==> src/rtl/productos_pkg.sv <==
// Shared definitions for the product checker: status codes, price table,
// word-width derivation, close-out FSM states and the result record layout.
package productos_pkg;

  // Expiry / assignment status carried with every decoded word
  localparam logic [1:0] V_NO_ASIGNADO = 2'b00;
  localparam logic [1:0] V_VALIDO      = 2'b01;
  localparam logic [1:0] V_HOY         = 2'b10;
  localparam logic [1:0] V_CADUCADO    = 2'b11;

  // A scanned word is {dia[4:0], mes[3:0], code}
  localparam int FECHA_W        = 9;
  localparam int PRECIO_TABLA_W = 4;

  // Default widths of the block, used for the reference result layout
  localparam int DEF_CODE_W  = 3;
  localparam int DEF_PRICE_W = 4;
  localparam int DEF_LW      = FECHA_W + DEF_CODE_W;

  function automatic int ancho_palabra(input int code_w);
    return FECHA_W + code_w;
  endfunction

  typedef struct packed {
    logic                      asignado;
    logic [PRECIO_TABLA_W-1:0] precio;
  } entrada_tabla_t;

  // Price list of the shop: only a handful of codes are sold
  function automatic entrada_tabla_t tabla_precios(input int unsigned code);
    entrada_tabla_t e;
    e.asignado = 1'b0;
    e.precio   = '0;
    case (code)
      32'd1: begin e.asignado = 1'b1; e.precio = 4'd4;  end
      32'd2: begin e.asignado = 1'b1; e.precio = 4'd10; end
      32'd5: begin e.asignado = 1'b1; e.precio = 4'd15; end
      default: ;
    endcase
    return e;
  endfunction

  typedef enum logic [1:0] {
    RUN,
    DRAIN,
    DONE
  } estado_t;

  // Result record at the default widths; the top builds the same layout
  // at whatever widths it is parametrised with.
  typedef struct packed {
    logic [DEF_PRICE_W-1:0] P;
    logic [1:0]             V;
    logic [DEF_LW-1:0]      QR;
  } resultado_t;

endpackage

==> src/rtl/fifo_sinc.sv <==
// Synchronous FIFO with occupancy count; storage is cleared by clr so the
// head reads as zero straight after reset.
module fifo_sinc #(
  parameter int WIDTH = 8,
  parameter int DEPTH = 4,
  localparam int AW = $clog2(DEPTH),
  localparam int CW = AW + 1
) (
  input  logic             clk,
  input  logic             clr,
  input  logic             push,
  input  logic [WIDTH-1:0] wdata,
  input  logic             pop,
  output logic [WIDTH-1:0] rdata,
  output logic             full,
  output logic             empty,
  output logic [CW-1:0]    count
);

  logic [WIDTH-1:0] mem_q [DEPTH];
  logic [AW-1:0]    wr_q, wr_d;
  logic [AW-1:0]    rd_q, rd_d;
  logic [CW-1:0]    cnt_q, cnt_d;
  logic             push_ok, pop_ok;

  assign full    = (cnt_q == CW'(DEPTH));
  assign empty   = (cnt_q == '0);
  assign pop_ok  = pop & ~empty;
  // A full FIFO still takes a word when the head leaves on the same edge
  assign push_ok = push & (~full | pop_ok);
  assign rdata   = mem_q[rd_q];
  assign count   = cnt_q;

  // Pointer and occupancy next-state; pointers wrap since DEPTH is a power of two
  always_comb begin
    wr_d  = wr_q;
    rd_d  = rd_q;
    cnt_d = cnt_q;
    if (push_ok) wr_d = wr_q + AW'(1);
    if (pop_ok)  rd_d = rd_q + AW'(1);
    case ({push_ok, pop_ok})
      2'b10:   cnt_d = cnt_q + CW'(1);
      2'b01:   cnt_d = cnt_q - CW'(1);
      default: cnt_d = cnt_q;
    endcase
  end

  // Pointer and occupancy registers
  always_ff @(posedge clk or posedge clr) begin
    if (clr) begin
      wr_q  <= '0;
      rd_q  <= '0;
      cnt_q <= '0;
    end else begin
      wr_q  <= wr_d;
      rd_q  <= rd_d;
      cnt_q <= cnt_d;
    end
  end

  // Storage array
  always_ff @(posedge clk or posedge clr) begin
    if (clr) begin
      for (int i = 0; i < DEPTH; i++) mem_q[i] <= '0;
    end else if (push_ok) begin
      mem_q[wr_q] <= wdata;
    end
  end

endmodule

==> src/rtl/verificador_productos.sv <==
// Streaming product checker: decodes scanned words into price and expiry
// status, queues the results, keeps sales/expired totals and runs close-out.
module verificador_productos
  import productos_pkg::*;
#(
  parameter int CODE_W  = 3,
  parameter int DEPTH   = 4,
  parameter int PRICE_W = 4,
  parameter int TOTAL_W = 12,
  parameter int CNT_W   = 8,
  localparam int LW = ancho_palabra(CODE_W)
) (
  input  logic               clk,
  input  logic               clr,
  input  logic               en,
  input  logic [4:0]         dia_ref,
  input  logic [3:0]         mes_ref,
  input  logic               in_valid,
  output logic               in_ready,
  input  logic [LW-1:0]      L,
  output logic               out_valid,
  input  logic               out_ready,
  output logic [PRICE_W-1:0] P,
  output logic [1:0]         V,
  output logic [LW-1:0]      QR,
  output logic [TOTAL_W-1:0] total,
  output logic [CNT_W-1:0]   n_cad,
  input  logic               cerrar,
  output logic               hecho
);

  localparam int OCC_W = $clog2(DEPTH) + 1;
  localparam logic [OCC_W:0] DEPTH_L = (OCC_W + 1)'(DEPTH);
  localparam int SUM_W = TOTAL_W + 1;

  typedef struct packed {
    logic [PRICE_W-1:0] P;
    logic [1:0]         V;
    logic [LW-1:0]      QR;
  } resultado_w_t;

  logic [4:0]        dia;
  logic [3:0]        mes;
  logic [CODE_W-1:0] code;
  entrada_tabla_t    tabla;
  resultado_w_t      dec;

  resultado_w_t      stage_q, stage_d;
  logic              stage_valid_q, stage_valid_d;
  logic              arrancado_q, arrancado_d;
  estado_t           estado_q, estado_d;
  logic [TOTAL_W-1:0] total_q, total_d;
  logic [CNT_W-1:0]  n_cad_q, n_cad_d;

  resultado_w_t      head;
  logic              fifo_full, fifo_empty;
  logic [OCC_W-1:0]  fifo_count;
  logic [OCC_W:0]    ocupacion;
  logic [TOTAL_W:0]  suma;
  logic              accept, pop;

  assign dia   = L[LW-1 -: 5];
  assign mes   = L[CODE_W +: 4];
  assign code  = L[CODE_W-1:0];
  assign tabla = tabla_precios(32'(code));

  // Word decode: unassigned codes never carry a price or a date verdict,
  // impossible dates on sold products count as expired
  always_comb begin
    dec    = '0;
    dec.V  = V_NO_ASIGNADO;
    dec.QR = L;
    if (tabla.asignado) begin
      dec.P = PRICE_W'(tabla.precio);
      if (dia == 5'd0 || mes == 4'd0 || mes > 4'd12) begin
        dec.V = V_CADUCADO;
      end else if ({mes, dia} > {mes_ref, dia_ref}) begin
        dec.V = V_VALIDO;
      end else if ({mes, dia} == {mes_ref, dia_ref}) begin
        dec.V = V_HOY;
      end else begin
        dec.V = V_CADUCADO;
      end
    end
  end

  // Stage and FIFO together never hold more than DEPTH words, so the stage
  // always finds room in the FIFO on the following edge
  assign ocupacion = {1'b0, fifo_count} + {{OCC_W{1'b0}}, stage_valid_q};
  assign in_ready  = en & arrancado_q & (estado_q == RUN) & ~fifo_full
                     & (ocupacion < DEPTH_L);
  assign accept    = in_valid & in_ready;
  assign out_valid = ~fifo_empty;
  assign pop       = out_valid & out_ready;

  // Stage next-state: load on accept, otherwise the slot empties into the FIFO
  always_comb begin
    stage_d       = stage_q;
    stage_valid_d = accept;
    arrancado_d   = 1'b1;
    if (accept) stage_d = dec;
  end

  // Stage register and the start-up flag that keeps in_ready low until the first edge
  always_ff @(posedge clk or posedge clr) begin
    if (clr) begin
      stage_q       <= '0;
      stage_valid_q <= 1'b0;
      arrancado_q   <= 1'b0;
    end else begin
      stage_q       <= stage_d;
      stage_valid_q <= stage_valid_d;
      arrancado_q   <= arrancado_d;
    end
  end

  fifo_sinc #(
    .WIDTH ($bits(resultado_w_t)),
    .DEPTH (DEPTH)
  ) u_fifo (
    .clk   (clk),
    .clr   (clr),
    .push  (stage_valid_q),
    .wdata (stage_q),
    .pop   (pop),
    .rdata (head),
    .full  (fifo_full),
    .empty (fifo_empty),
    .count (fifo_count)
  );

  assign P  = head.P;
  assign V  = head.V;
  assign QR = head.QR;

  assign suma = {1'b0, total_q} + SUM_W'(head.P);

  // Totals follow popped entries and pin at all-ones; a close-out
  // acknowledgement in DONE starts a fresh session
  always_comb begin
    total_d = total_q;
    n_cad_d = n_cad_q;
    if (estado_q == DONE && cerrar) begin
      total_d = '0;
      n_cad_d = '0;
    end else if (pop) begin
      if (head.V == V_VALIDO || head.V == V_HOY) begin
        total_d = suma[TOTAL_W] ? '1 : suma[TOTAL_W-1:0];
      end else if (head.V == V_CADUCADO && n_cad_q != '1) begin
        n_cad_d = n_cad_q + CNT_W'(1);
      end
    end
  end

  // Totals registers
  always_ff @(posedge clk or posedge clr) begin
    if (clr) begin
      total_q <= '0;
      n_cad_q <= '0;
    end else begin
      total_q <= total_d;
      n_cad_q <= n_cad_d;
    end
  end

  assign total = total_q;
  assign n_cad = n_cad_q;

  // Close-out state register
  always_ff @(posedge clk or posedge clr) begin
    if (clr) estado_q <= RUN;
    else     estado_q <= estado_d;
  end

  // Close-out sequencing: stop intake, wait for stage and FIFO to empty, then hold
  always_comb begin
    estado_d = estado_q;
    hecho    = 1'b0;
    case (estado_q)
      RUN:   if (cerrar) estado_d = DRAIN;
      DRAIN: if (!stage_valid_q && fifo_empty) estado_d = DONE;
      DONE: begin
        hecho = 1'b1;
        if (cerrar) estado_d = RUN;
      end
      default: estado_d = RUN;
    endcase
  end

endmodule

==> config.mk <==
export PLATFORM = sky130hd
export DESIGN_NAME = verificador_productos
export DESIGN_NICKNAME = d
export VERILOG_FILES = /design/src/rtl/productos_pkg.sv /design/src/rtl/fifo_sinc.sv /design/src/rtl/verificador_productos.sv
export SDC_FILE = /design/constraint.sdc
export NUM_CORES = 1
export LEC_CHECK = 0
export BUFFER_PORTS_ARGS = -buffer_cell sky130_fd_sc_hd__buf_2
export CAP_MARGIN = 20
export CORE_MARGIN = 10
export CORE_UTILIZATION = 47
export DETAILED_ROUTE_END_ITERATION = 8
export MAX_ROUTING_LAYER = met4
export PLACE_DENSITY = 0.75
export SYNTH_ARGS = -nofsm -noshare
export SYNTH_HDL_FRONTEND = slang
export SYNTH_SLANG_ARGS = --single-unit
==> constraint.sdc <==
create_clock -name clk -period 8.5 [get_ports clk]
set_input_delay 1.275 -clock clk [delete_from_list [all_inputs] [get_ports clk]]
set_output_delay 1.275 -clock clk [all_outputs]
set_load 0.01 [all_outputs]
==> flow_metrics.py, run 1 <==
metrics = {
    "setup_path": {
        "crit_path_max_fanout": 19,
        "ff2ff_setup_slack_ps": 5030,
        "cp.arrival_ps": 2280,
        "cp.required_ps": 7220,
        "r2r-end": "total[5]",
        "worst-setup-path-type": "flip-flop to primary output",
        "r2r_cells": 8,
        "endpoint_kind": "primary output",
        "cp-start-kind": "flip-flop",
        "reg2reg_from": "u_fifo.rd_q[0]",
    },
    "cts": {
        "cts_buffers": 17,
        "clk_pin_slew_worst_paths_ps": 50,
        "clock-sinks": 116,
        "cts_root_buf": "clkbuf_16",
        "cts_setup_buffers": 0,
        "ctsResizeCount": 0,
        "cts_hold_buffers": 0,
        "clock_latency_ps": 400,
        "cts_htree_levels": 4,
        "tritoncts": "done",
        "clockBufferDepth": 2,
    },
    "sta": {
        "slew_viol_final": 0,
        "period_needed_ps": 3560,
        "relSlewSlack_pct": 32.7,
        "rsz0062_at_grt": "false",
        "timing.fmax_ghz": 0.281,
        "tns_ps": 0,
        "setup_viol": 0,
        "worst_pin_slew_ps": 1010,
        "fin_crit_sh_pct": 41.9,
        "hold_viol_final": 0,
        "fin_ws_ps": 4940,
        "skew_ps": 7.44,
    },
    "floorplan": {
        "die_w_um": 130,
        "io_pins": 68,
        "start_util_pct": 47.7,
        "core-area_um2": 12000,
        "dieArea_um2": 16900,
        "placementRows": 40,
        "die_h_um": 130,
    },
    "grt": {
        "grt-ovfl-total": 0,
        "grt_pass1_wl_um": 20400,
        "grt_util_all_layers_pct": 15.8,
        "grt_pass1_vias": 4196,
        "grt_max_degree": 60,
        "antenna_found_initial": 0,
    },
    "worst_hold_path": {
        "hold_path_class": "flip-flop to flip-flop",
        "hold_end": "u_fifo.mem_q[34]",
        "holdPathStages": 1,
        "worstHoldStart": "u_fifo.mem_q[34]",
    },
    "drt": {
        "vias_per_cell": 5.63,
        "wl_per_cell_um": 18.1,
        "ant_nets": 0,
        "firstDrtPassIters": 4,
        "routed_wl_um": 12100,
        "drtIter0Drc": 311,
        "vias": 3767,
        "drc": 0,
    },
    "power": {
        "combPwrFrac_pct": 24.5,
        "p_per_area_nw_per_um2": 305,
        "power_switching_share_pct": 30.1,
        "intPower_mw": 1.43,
        "power_leakage_nw": 3.44,
        "clockPowerShare_pct": 32.5,
        "netSwitchingPower_mw": 0.613,
        "irDropWorstVdd_mv": 0.224,
        "pwr-share-seq_pct": 43.0,
    },
    "synthesis": {
        "synth_area_um2": 5700,
        "synthCells": 441,
        "ys_types": 51,
        "synth_ff_type": "dfrtp_1",
        "synth_seq_cells": 116,
        "synth-seq-area-share_pct": 50.9,
        "synth_nets": 489,
        "synth_warnings": 0,
        "syn_avg_cell_area_um2": 12.9,
        "synth-async-reset-ratio_pct": 100,
        "synth_edf_count": 0,
    },
    "layout": {
        "nFillCells": 1014,
        "final_cells": 669,
        "diodes": 0,
        "fin_nets": 557,
        "syn_to_final_growth_pct": 17.1,
        "drive_above_1_share_pct": 39.8,
        "utilization_pct": 55.8,
    },
    "placement": {
        "hpwl_um": 8180,
        "dp_cells": 636,
        "preCtsSetupSlack_ps": 5030,
        "io_buffers": 67,
        "place_congestion": 0.872,
    },
    "run": {
        "max_cap_viol_count": 0,
    },
    "run_status": {
        "outcome": "completed",
    },
}
-- cell type report --
| type | instances | area [um^2] | share of cell area (%) |
|---|---|---|---|
| Sequential cell | 116 | 2900 | 43.5 |
| Timing Repair Buffer | 69 | 370 | 5.54 |
| Inverter | 20 | 77.6 | 1.16 |
| Multi-Input combinational cell | 285 | 2590 | 38.8 |
| Clock inverter | 11 | 111 | 1.67 |
| Tap cell | 147 | 184 | 2.75 |
| Clock buffer | 21 | 440 | 6.59 |
-- critical path, cell delays in order, from the launching register on --
cell and delay, ps:
dfrtp_1 1000, mux4_2 690, buf_2 190
-- registers in the layout (all words and copies together) (netlist names) --
signal         cells
stage_q           17
total             12
u_fifo.mem_q      68
arrancado_q        1
n_cad              8
u_fifo.wr_q        2
u_fifo.count       3
u_fifo.rd_q        2
stage_valid_q      1
estado_q           2
-- Yosys cell counts (all sizes together) (2+ instances only) --
library cell  instances  area [um^2]
nor3                 18          105
nor2                 27          101
xor2                  8         70.1
and4                  2         17.5
a21oi                 6         30.0
dfrtp               116         2900
a21o                  2         15.0
clkbuf                5         18.8
ha                   19          238
or4                   2         15.0
nor2b                 4         25.0
o211ai                3         22.5
nand2                18         97.6
a211oi                9         67.6
nand3                14         70.1
nand4                 4         25.0
o31ai                 6         45.0
inv                  20         75.1
and3b                 2         17.5
mux2                 81          912
mux4                 17          383
o21ai                10         50.0
a31oi                 6         37.5
fa                    2         40.0
or2                   2         12.5
xnor2                 4         35.0
buf                  15          114
and3                  3         23.8
nor3b                 3         27.5
-- logic make-up after synthesis --
| group | synth area share [%] |
|---|---|
| adder cells (fa/ha/maj) | 4.87 |
| XOR/XNOR | 1.84 |
| flip-flops | 50.9 |
| AND/OR/NAND/NOR | 9.76 |
| other | 0.0657 |
| buffers and inverters | 3.64 |
| multiplexers | 22.9 |
| AO/OA/AOI/OAI | 6.05 |
-- power by group through the flow --
| stage | combinational [mW] | clock (mW) | sequential [mW] |
|---|---|---|---|
| after floorplan | 0.418 | 0 | 0.803 |
| after global placement | 0.457 | 0 | 0.877 |
| after detailed placement | 0.478 | 0 | 0.895 |
| after CTS | 0.482 | 0.677 | 0.891 |
| after global routing | 0.556 | 0.704 | 0.904 |
| final | 0.500 | 0.662 | 0.877 |
-- layer usage --
layer | vias up | GRT usage, % | share of wire, %
met5 | - | - | 0
met4 | 0 | 4.76 | 0.79
met3 | 9 | 4.87 | 4.8
met2 | 82 | 25.6 | 50
met1 | 1936 | 18.5 | 44
li1 | 1740 | - | -
-- stage by stage --
| stage | cell area, um^2 | power [mW] | hold WS [ps] |
|---|---|---|---|
| 6_report | 6680 | 2.04 | 499 |
| 5_1_grt | 6680 | 2.17 | 515 |
| 4_1_cts | 6650 | 2.05 | 499 |
| 3_5_place_dp | 6100 | 1.37 | 487 |
| 3_3_place_gp | 6100 | 1.33 | 472 |
| 2_1_floorplan | 5700 | 1.22 | 460 |
-- cells in the final DEF, fill, tap and decap left out, drive strengths merged, types with 2 or more instances in the layout --
cell type | Yosys | routed
a211oi | 9 | 9
a21o | 2 | 2
a21oi | 6 | 6
a31oi | 6 | 6
and3 | 3 | 3
and3b | 2 | 2
and4 | 2 | 2
buf | 15 | 69
bufinv | 0 | 2
clkbuf | 5 | 21
clkinv | 0 | 8
dfrtp | 116 | 116
fa | 2 | 2
ha | 19 | 19
inv | 20 | 20
mux2 | 81 | 81
mux4 | 17 | 17
nand2 | 18 | 18
nand3 | 14 | 14
nand4 | 4 | 4
nor2 | 27 | 27
nor2b | 4 | 4
nor3 | 18 | 18
nor3b | 3 | 3
o211ai | 3 | 3
o21ai | 10 | 10
o31ai | 6 | 6
or2 | 2 | 2
or4 | 2 | 2
xnor2 | 4 | 4
xor2 | 8 | 8
-- how the worst max path moves through the flow --
stage	startpoint	slack, ps	to
floorplan	clr	4150	arrancado_q
global placement	u_fifo.rd_q[0]	5160	total[5]
detailed placement	u_fifo.rd_q[0]	5030	total[2]
CTS	u_fifo.rd_q[1]	4820	V[0]
global route	u_fifo.rd_q[0]	4820	total[5]
finish	u_fifo.rd_q[0]	4940	P[1]
Power figures use the tool's default switching activity.
==> run 2, diff against run 1 <==
Settings changed: PLACE_DENSITY 0.75 to 0.77.
Clock period 8.5 ns to 3.1 ns, I/O delays scaled along.
==> run 2 against run 1 <==
Effect of this change:
- sequential power grew to 2.7 times the previous value
- worst hold slack lost 280 ps
- total power rose to 2.9 times the previous value
- clock power increased to 3.3 times the previous value
- count of clock-buffer cells in the layout fell by 3
- largest cell class unchanged
- utilization grew 1.4 points
- flip-flop and latch count did not move
==> flow_metrics.py, run 2 (synthesis gave the netlist of run 1 again) <==
metrics = {
    "run_status": {
        "outcome": "completed",
    },
    "layout": {
        "diodes": 0,
        "drive_above_1_share_pct": 41.5,
        "top_register": "u_fifo.mem_q",
        "layout_commonest_cell": "dfrtp_1",
        "postLayoutCellArea_um2": 6840,
        "final_cell_mix": "dfrtp_1, mux2_2, buf_2",
        "syn_to_final_growth_pct": 20.0,
        "largest_register_ffs": 68,
        "fin_nets": 565,
    },
    "floorplan": {
        "placementRows": 40,
        "start_util_pct": 47.7,
        "die_w_um": 130,
        "core-area_um2": 12000,
        "io_pins": 68,
        "dieArea_um2": 16900,
        "die_h_um": 130,
    },
    "power": {
        "pwr-share-seq_pct": 39.1,
        "netSwitchingPower_mw": 1.78,
        "power_leakage_nw": 3.52,
        "power_switching_share_pct": 29.7,
        "clockPowerShare_pct": 36.4,
        "combPwrFrac_pct": 24.5,
        "power.total_mw": 5.99,
        "irDropWorstVdd_mv": 0.420,
        "intPower_mw": 4.21,
        "p_per_area_nw_per_um2": 875,
    },
    "cts": {
        "clock_latency_ps": 410,
        "clock-sinks": 116,
        "clk_pin_slew_worst_paths_ps": 60,
        "ctsResizeCount": 0,
        "cts_hold_buffers": 0,
        "cts_buffers": 17,
        "cts_root_buf": "clkbuf_16",
        "cts_htree_levels": 4,
        "clockBufferDepth": 2,
        "cts_setup_buffers": 0,
        "tritoncts": "done",
    },
    "sta": {
        "tns_ps": 0,
        "skew_ps": 8.21,
        "fin_crit_sh_pct": 95.2,
        "worst_pin_slew_ps": 975,
        "rsz0062_at_grt": "false",
        "period_needed_ps": 2950,
        "timing.fmax_ghz": 0.339,
        "slew_viol_final": 0,
        "setup_viol": 0,
        "hold_viol_final": 0,
        "relSlewSlack_pct": 34.9,
    },
    "setup_path": {
        "cp.arrival_ps": 3250,
        "crit_path_max_fanout": 8,
        "endpoint_kind": "flip-flop",
        "cp-start-kind": "flip-flop",
        "cp.required_ps": 3400,
        "worst-setup-path-type": "flip-flop to flip-flop",
    },
    "grt": {
        "grt_pass1_wl_um": 20300,
        "grt-ovfl-total": 0,
        "grt_pass1_vias": 4069,
        "antenna_found_initial": 0,
        "grt_util_all_layers_pct": 15.6,
        "grt_max_degree": 52,
    },
    "run": {
        "max_cap_viol_count": 0,
    },
    "placement": {
        "hpwl_um": 8550,
        "dpl_cell_area_um2": 6180,
        "place_congestion": 0.858,
        "io_buffers": 67,
    },
    "drt": {
        "firstDrtPassIters": 4,
        "vias": 3856,
        "drtIter0Drc": 241,
        "ant_nets": 0,
        "vias_per_cell": 5.70,
        "wl_per_cell_um": 18.6,
        "routed_wl_um": 12600,
        "drc": 0,
    },
    "worst_hold_path": {
        "hold_path_class": "input pin to asynchronous set/reset pin",
    },
}
==> run 2: cell types whose count changed in the layout (fill, tap and decap cells not counted), moves of 2 or more <==
cell / delta
buf_4: +8
inv_6: +3
clkbuf_1: -4
clkinv_4: +2
clkinv_2: -6
bufinv_16: +3
clkinvlp_4: +2
==> run 2: critical path, cell delays in order, from the launching register on <==
cell      delay [ps]
dfrtp_1          440
buf_4            190
mux4_2           510
ha_1             380
a211oi_1         120
or2_1            300
nor3_2           490
nor2_1           120
a211oi_1         290
==> run 2: layer usage <==
| layer | vias up | routed length, um | track usage, % |
|---|---|---|---|
| met4 | 0 | 172 | 4.50 |
| met2 | 108 | 6310 | 26.4 |
| met1 | 1967 | 5410 | 18.2 |
| li1 | 1761 | - | - |
| met3 | 20 | 664 | 3.69 |
| met5 | - | 0 | - |
==> run 2: power groups by stage <==
| stage | Sequential [mW] | Combinational [mW] | Clock [mW] |
|---|---|---|---|
| finish | 2.34 | 1.47 | 2.18 |
| global route | 2.41 | 1.61 | 2.28 |
| floorplan | 2.20 | 1.15 | 0 |
| detailed placement | 2.35 | 1.48 | 0 |
| global placement | 2.31 | 1.42 | 0 |
| CTS | 2.34 | 1.50 | 2.20 |
==> run 2: worst paths after layout <==
kind | depth (start not counted) | to | startpoint | slack [ps]
min in group clk | 2 | stage_q[10] | L[10] | 320
max in group asynchronous | 3 | u_fifo.mem_q[69] | clr | 2060
worst min-delay path | 2 | n_cad[2] | clr | 220
worst max register to register | 8 | total[6] | u_fifo.rd_q[0] | 150
worst max-delay path | 8 | total[6] | u_fifo.rd_q[0] | 150
worst min register to register | 1 | u_fifo.mem_q[33] | u_fifo.mem_q[33] | 500
==> run 2: metrics by stage <==
step	std cells	setup WS (ps)	hold slack (ps)	utilization (%)
2_1_floorplan	441	150	460	-
3_3_place_gp	645	326	469	51.7
3_5_place_dp	645	197	490	51.7
4_1_cts	677	141	251	57.2
5_1_grt	677	42.3	276	57.2
6_report	677	150	216	57.2
==> run 2: layout make-up <==
cell class              count  area [um^2]
clock buffers              18          439
fillers                   933         5120
well taps                 147          184
repair buffers             77          423
flip-flops and latches    116         2900
inverters                  20         78.8
clock inverters            14          223
multi-input cells         285         2590
